===== src/rtl/crop_filter_multi.sv =====
// crop_filter_multi: streaming multi-window crop.
// Each frame starts by loading NUM_CROPS crop origins {Y1,X1}, clamped so the
// window stays inside the image. Then one IN_ROWS x IN_COLS raster image is
// streamed. Every pixel that lies inside a window is emitted once per window,
// in ascending TID order, with TLAST on that window's bottom-right pixel.
// Ports:
//   clk, reset_n              clock, async active-low reset
//   crop_T*                   crop origin stream, {Y1,X1}, Y1 in the MSBs
//   pixel_in_T*               input pixel stream, raster order
//   pixel_out_T*              cropped pixel stream (TID = crop index)
//   frame_done                one-cycle pulse once a frame is fully emitted
module crop_filter_multi #(
  parameter int PIXEL_BIT_WIDTH  = 16,
  parameter int IN_ROWS          = 100,
  parameter int IN_COLS          = 160,
  parameter int OUT_ROWS         = 48,
  parameter int OUT_COLS         = 48,
  parameter int IMG_ROW_BITWIDTH = 10,
  parameter int IMG_COL_BITWIDTH = 10,
  parameter int NUM_CROPS        = 4,
  parameter int CROP_ID_WIDTH    = (NUM_CROPS > 1) ? $clog2(NUM_CROPS) : 1
) (
  input  logic                                      clk,
  input  logic                                      reset_n,
  input  logic [IMG_ROW_BITWIDTH+IMG_COL_BITWIDTH-1:0] crop_TDATA,
  input  logic                                      crop_TVALID,
  output logic                                      crop_TREADY,
  input  logic [PIXEL_BIT_WIDTH-1:0]                pixel_in_TDATA,
  input  logic                                      pixel_in_TVALID,
  output logic                                      pixel_in_TREADY,
  output logic [PIXEL_BIT_WIDTH-1:0]                pixel_out_TDATA,
  output logic [CROP_ID_WIDTH-1:0]                  pixel_out_TID,
  output logic                                      pixel_out_TLAST,
  output logic                                      pixel_out_TVALID,
  input  logic                                      pixel_out_TREADY,
  output logic                                      frame_done
);
  localparam int RW  = IMG_ROW_BITWIDTH;
  localparam int CLW = IMG_COL_BITWIDTH;
  localparam int REW = RW + 1;   // window end may need one extra bit
  localparam int CEW = CLW + 1;
  localparam logic [RW-1:0]  Y_MAX = RW'(IN_ROWS - OUT_ROWS);
  localparam logic [CLW-1:0] X_MAX = CLW'(IN_COLS - OUT_COLS);

  typedef enum logic [1:0] {LOAD, STREAM, DRAIN} state_t;

  state_t                     state, state_nxt;
  logic [CROP_ID_WIDTH-1:0]   crop_cnt;
  logic [RW-1:0]              row, reg_row;
  logic [CLW-1:0]             col, reg_col;
  logic [PIXEL_BIT_WIDTH-1:0] pix;
  logic [NUM_CROPS-1:0]       mask, hit, last_vec, low_bit;
  logic [RW-1:0]              y_in;
  logic [CLW-1:0]             x_in;
  logic                       crop_load, pix_acc, emit, onehot;
  logic                       last_row, last_col, last_slot;

  assign y_in      = crop_TDATA[RW+CLW-1:CLW];
  assign x_in      = crop_TDATA[CLW-1:0];
  assign crop_load = crop_TVALID && crop_TREADY;
  assign pix_acc   = pixel_in_TVALID && pixel_in_TREADY;
  assign emit      = pixel_out_TVALID && pixel_out_TREADY;
  assign last_row  = (row == RW'(IN_ROWS - 1));
  assign last_col  = (col == CLW'(IN_COLS - 1));
  assign last_slot = (crop_cnt == CROP_ID_WIDTH'(NUM_CROPS - 1));
  assign onehot    = (mask != '0) && ((mask & (mask - 1'b1)) == '0);

  // Per-crop lane: clamped origin, hit test on the pixel being accepted,
  // last-pixel test on the registered pixel.
  for (genvar k = 0; k < NUM_CROPS; k++) begin : g_crop
    logic [RW-1:0]  y1;
    logic [CLW-1:0] x1;
    logic [REW-1:0] y_end;
    logic [CEW-1:0] x_end;

    always_ff @(posedge clk or negedge reset_n) begin
      if (!reset_n) begin
        y1 <= '0;
        x1 <= '0;
      end else if (crop_load && (crop_cnt == CROP_ID_WIDTH'(k))) begin
        y1 <= (y_in > Y_MAX) ? Y_MAX : y_in;
        x1 <= (x_in > X_MAX) ? X_MAX : x_in;
      end
    end

    assign y_end       = {1'b0, y1} + REW'(OUT_ROWS - 1);
    assign x_end       = {1'b0, x1} + CEW'(OUT_COLS - 1);
    assign hit[k]      = (row >= y1) && ({1'b0, row} <= y_end) &&
                         (col >= x1) && ({1'b0, col} <= x_end);
    assign last_vec[k] = ({1'b0, reg_row} == y_end) && ({1'b0, reg_col} == x_end);
  end

  // State register
  always_ff @(posedge clk or negedge reset_n) begin
    if (!reset_n) state <= LOAD;
    else          state <= state_nxt;
  end

  // Next-state logic
  always_comb begin
    state_nxt = state;
    case (state)
      LOAD:    if (crop_load && last_slot)          state_nxt = STREAM;
      STREAM:  if (pix_acc && last_row && last_col) state_nxt = DRAIN;
      DRAIN:   if (mask == '0)                      state_nxt = LOAD;
      default:                                      state_nxt = LOAD;
    endcase
  end

  // Outputs. A new pixel can only be taken when the held one is gone or is
  // leaving this cycle with its final beat, so overlaps stall the input.
  always_comb begin
    crop_TREADY     = (state == LOAD);
    pixel_in_TREADY = (state == STREAM) && ((mask == '0) || (onehot && pixel_out_TREADY));
    frame_done      = (state == DRAIN) && (mask == '0);
  end

  // Lowest pending crop drives the output beat.
  always_comb begin
    logic found;
    found           = 1'b0;
    low_bit         = '0;
    pixel_out_TID   = '0;
    pixel_out_TLAST = 1'b0;
    for (int k = 0; k < NUM_CROPS; k++) begin
      if (mask[k] && !found) begin
        found           = 1'b1;
        low_bit[k]      = 1'b1;
        pixel_out_TID   = CROP_ID_WIDTH'(k);
        pixel_out_TLAST = last_vec[k];
      end
    end
    pixel_out_TVALID = |mask;
    pixel_out_TDATA  = pix;
  end

  // Datapath: crop slot counter, raster counters, held pixel and pending mask.
  always_ff @(posedge clk or negedge reset_n) begin
    if (!reset_n) begin
      crop_cnt <= '0;
      row      <= '0;
      col      <= '0;
      reg_row  <= '0;
      reg_col  <= '0;
      pix      <= '0;
      mask     <= '0;
    end else begin
      if (crop_load)
        crop_cnt <= last_slot ? '0 : crop_cnt + 1'b1;
      if (pix_acc) begin
        pix     <= pixel_in_TDATA;
        reg_row <= row;
        reg_col <= col;
        mask    <= hit;   // replaces any final beat leaving this cycle
        if (last_col) begin
          col <= '0;
          row <= last_row ? '0 : row + 1'b1;
        end else begin
          col <= col + 1'b1;
        end
      end else if (emit) begin
        mask <= mask & ~low_bit;
      end
    end
  end
endmodule


===== config.mk =====
export PLATFORM = sky130hd
export DESIGN_NAME = crop_filter_multi
export DESIGN_NICKNAME = d
export VERILOG_FILES = /design/src/rtl/crop_filter_multi.sv
export SDC_FILE = /design/constraint.sdc
export NUM_CORES = 1
export LEC_CHECK = 0
export BUFFER_PORTS_ARGS = -buffer_cell sky130_fd_sc_hd__buf_2
export CORE_AREA = 2 2 105 209
export DETAILED_ROUTE_END_ITERATION = 8
export DIE_AREA = 0 0 107 211
export PLACE_DENSITY = 0.77
export SYNTH_ARGS = -nofsm -noshare
export SYNTH_HDL_FRONTEND = slang
export SYNTH_SLANG_ARGS = --single-unit

===== constraint.sdc =====
create_clock -name clk -period 4.2 [get_ports clk]
set_clock_uncertainty 0.2 [all_clocks]
set_input_delay 0.42 -clock clk [delete_from_list [all_inputs] [get_ports clk]]
set_output_delay 0.42 -clock clk [all_outputs]
set_load 0.02 [all_outputs]

==> impl_metrics.tcl <==
set metrics [dict create \
    outcome "finished, final reports clean" \
    ctsLongestPathBuffers 2 \
    finalNetCount 1706 \
    synthCells 1454 \
    period_share 0.970 \
    cts.clk_slew.worst_paths_ns 0.06 \
    grt_pass1_vias 11800 \
    synth_ff_type "dfrtp_1" \
    yosysSeqAreaShare 0.291 \
    synth_edf_count 0 \
    track_usage 0.379 \
    port_buffers 63 \
    hold_ws_ns 0.0885 \
    dr_total_vias 11400 \
    vias_per_cell 6.44 \
    drive_above_1_share 0.0851 \
    cp_slowest_cell "or4_1" \
    setup_tns_ns 0 \
    cts.root.buffer_cell "clkbuf_16" \
    p_leak_nw 6.40 \
    async_flop_share 1.00 \
    period_minus_slack_ns 4.07 \
    path_buf_inv 2 \
    dr.pass1.iters 5 \
    clock_latency_ns 0.46 \
    dpl.hpwl_mm 31.4 \
    path_cells "inv_1, ha_1, nor4b_2, or2_2, xnor2_1, o221ai_1, or3_1, or4_1, nand4_1, buf_2" \
    routed_wl_mm 41.0 \
    start_util 0.592 \
    htreeDepth 4 \
    gp_congestion 0.968 \
    path_max_fanout 7 \
    ios 64 \
    fmax_mhz 245 \
    syn-num-nets 1669 \
    rsz0062_at_grt "false" \
    num_rows 75 \
    holdCritPathClass "primary input to flop" \
    antenna_cells 0 \
    hold_violations 0 \
    crit_type "flop to output port" \
    wl_per_cell_um 23.1 \
    grt_max_degree 69 \
    yosysUniqueCellTypes 78 \
    route.detailed.drc 0 \
    cts_num_sinks 144 \
    ys_warn_count 0 \
    slew_headroom 0.271 \
    drtIter0Drc 746 \
    power.total_w 0.00994 \
    tightest_slew_ns 1.09 \
    die-area_sq_um 22600 \
    finalCoreUtilization 0.655 \
    design_area_sq_um 13700 \
    drv_slew 0 \
    start_kind "flop" \
    finalSetupViolations 0 \
    fp.dieW_um 107 \
    antenna_found_initial 0 \
    highest_layer "met4" \
    drv_cap 0 \
    die_height_um 211 \
    grt_pass1_wl_mm 64.0 \
    critPathTopFamily "simple AND/OR/NAND/NOR gates" \
    grt_overflow_total 0 \
    route.met2.wl_mm 20.1 \
    syn_area_sq_um 12400 \
    area_delta_synth_final_pct 10.7 \
    wl_met1_mm 14.2 \
    cts_setup_buffers 0 \
    post_dp_cell_area_sq_um 12900 \
    p_per_area_nw_per_um2 725 \
    cts_tree "done" \
    critPathMaxStageDelay_ns 0.60 \
    ant_nets 0 \
    cp-end-kind "output port" \
    required_ns 3.58 \
    met3_length_mm 2.40 \
    ir_worst_vdd_v 0.000523 \
    core_area_sq_um 20900 \
    arrival_ns 3.45 \
    cts_made_buffers 17 \
    ys_seq_elements 144 \
    avgSynthCellArea_sq_um 8.52 \
]
cells by family (layout without fill, tap and decap cells):
family                     Yosys count  count (layout)  synth area share
buffers and inverters              172             222            0.0533
muxes                                2               2           0.00172
AOI/OAI and AO/OA                  368             368             0.195
and+or+nand+nor                    446             446             0.175
xor gates and xnor gates           147             147             0.108
DFF                                144             144             0.291
adders and majority gates          175             175             0.176
stage by stage:
step / std cells / worst slack [ns]
detailed placement: 1724 / 0.552
global placement: 1724 / 0.581
global route: 1773 / 0.0154
finish: 1773 / 0.126
CTS: 1773 / 0.0587
floorplan: 1454 / 0.883
sequential cells by signal, indices dropped and copies added (netlist names):
name             flops
state                2
reg_row             10
g_crop.x1           40
row                 10
mask                 4
reg_col             10
g_crop.y1           40
pixel_out_TDATA     16
col                 10
crop_cnt             2
Yosys cell counts (all sizes together) (6+ instances only):
library cell | number | share of area
nand2 | 212 | 0.064
ha | 174 | 0.18
dfrtp | 144 | 0.29
o21ai | 110 | 0.044
xnor2 | 110 | 0.078
inv | 95 | 0.029
a21oi | 92 | 0.038
clkbuf | 67 | 0.021
nor2 | 44 | 0.013
xor2 | 34 | 0.025
nand3 | 30 | 0.012
nand4 | 29 | 0.015
nor3 | 24 | 0.0097
o21a | 21 | 0.013
a21o | 18 | 0.011
nand2b | 15 | 0.0076
nor2b | 14 | 0.0071
nor4 | 13 | 0.0066
o2111ai | 13 | 0.011
o211ai | 13 | 0.0079
a211oi | 11 | 0.0067
and3 | 11 | 0.0056
buf | 10 | 0.0039
or4 | 10 | 0.0061
a2111oi | 9 | 0.0065
o31ai | 9 | 0.0055
or3 | 8 | 0.0040
a31oi | 7 | 0.0035
and4 | 7 | 0.0049
nor3b | 7 | 0.0042
o41ai | 6 | 0.0058
metal layers:
metal  GRT usage  vias to the layer above
met5           0                        -
met4       0.333                        0
met3      0.0568                      194
met2       0.648                      491
met1       0.397                     5476
li1            -                     5260
area by class of cell:
type,instances,area (sq um)
clock buffer,22,494
clock inverter,10,155
fill,1808,7210
inverter,95,357
multi-input combinational,1138,8160
sequential,144,3600
tap,269,337
timing repair buffer,95,604
worst min-delay path: cells and delay by family:
family / cells / cell delay, ns
buffers and inverters: 1 / 0.12
AOI/OAI and AO/OA: 1 / 0.06
and+or+nand+nor: 2 / 0.11
final timing paths:
kind / from / endpoint / slack, ns / depth (start not counted)
min: pixel_out_TREADY / mask[2]$_DFFE_PN0P_ / 0.09 / 4
min in group asynchronous: reset_n / g_crop[0].y1[2]$_DFFE_PN0P_ / 0.35 / 2
max in group asynchronous: reset_n / reg_col[6]$_DFFE_PN0N_ / 2.60 / 3
max reg2reg: g_crop[3].y1[0]$_DFFE_PN0P_ / mask[3]$_DFFE_PN0P_ / 0.60 / 12
max: g_crop[1].y1[0]$_DFFE_PN0P_ / pixel_out_TLAST / 0.13 / 10
min reg2reg: pixel_out_TDATA[5]$_DFFE_PN0N_ / pixel_out_TDATA[5]$_DFFE_PN0N_ / 0.27 / 2
cells in the final DEF, fill, tap and decap left out, types with 8 or more instances in the layout:
| cell type | count |
|---|---|
| xor2_1 | 33 |
| or4_1 | 10 |
| inv_1 | 95 |
| nor3_1 | 24 |
| o31ai_1 | 9 |
| o21a_1 | 21 |
| buf_2 | 62 |
| nor4_1 | 13 |
| nor2_1 | 43 |
| buf_4 | 15 |
| clkbuf_16 | 17 |
| and3_1 | 11 |
| ha_1 | 174 |
| dfrtp_1 | 143 |
| o211ai_1 | 13 |
| xnor2_1 | 110 |
| o2111ai_1 | 12 |
| o21ai_0 | 110 |
| a21o_1 | 17 |
| nand2_1 | 212 |
| nand4_1 | 29 |
| nand2b_1 | 15 |
| or3_1 | 8 |
| dlygate4sd3_1 | 17 |
| a21oi_1 | 89 |
| nand3_1 | 30 |
| nor2b_1 | 14 |
| a211oi_1 | 11 |
| a2111oi_0 | 8 |
timing repair:
action	4_1_cts	5_1_grt
setup endpoints to repair	0	1
hold endpoints to repair	81	0
gates resized for setup	0	5
hold buffers	17	0
power breakdown:
part / switching [W] / internal [W] / total [W]
combinational: 0.00318 / 0.00231 / 0.00549
clock: 0.000632 / 0.00107 / 0.00170
sequential: 0.000929 / 0.00183 / 0.00276
(Power assumes the default switching activity.)
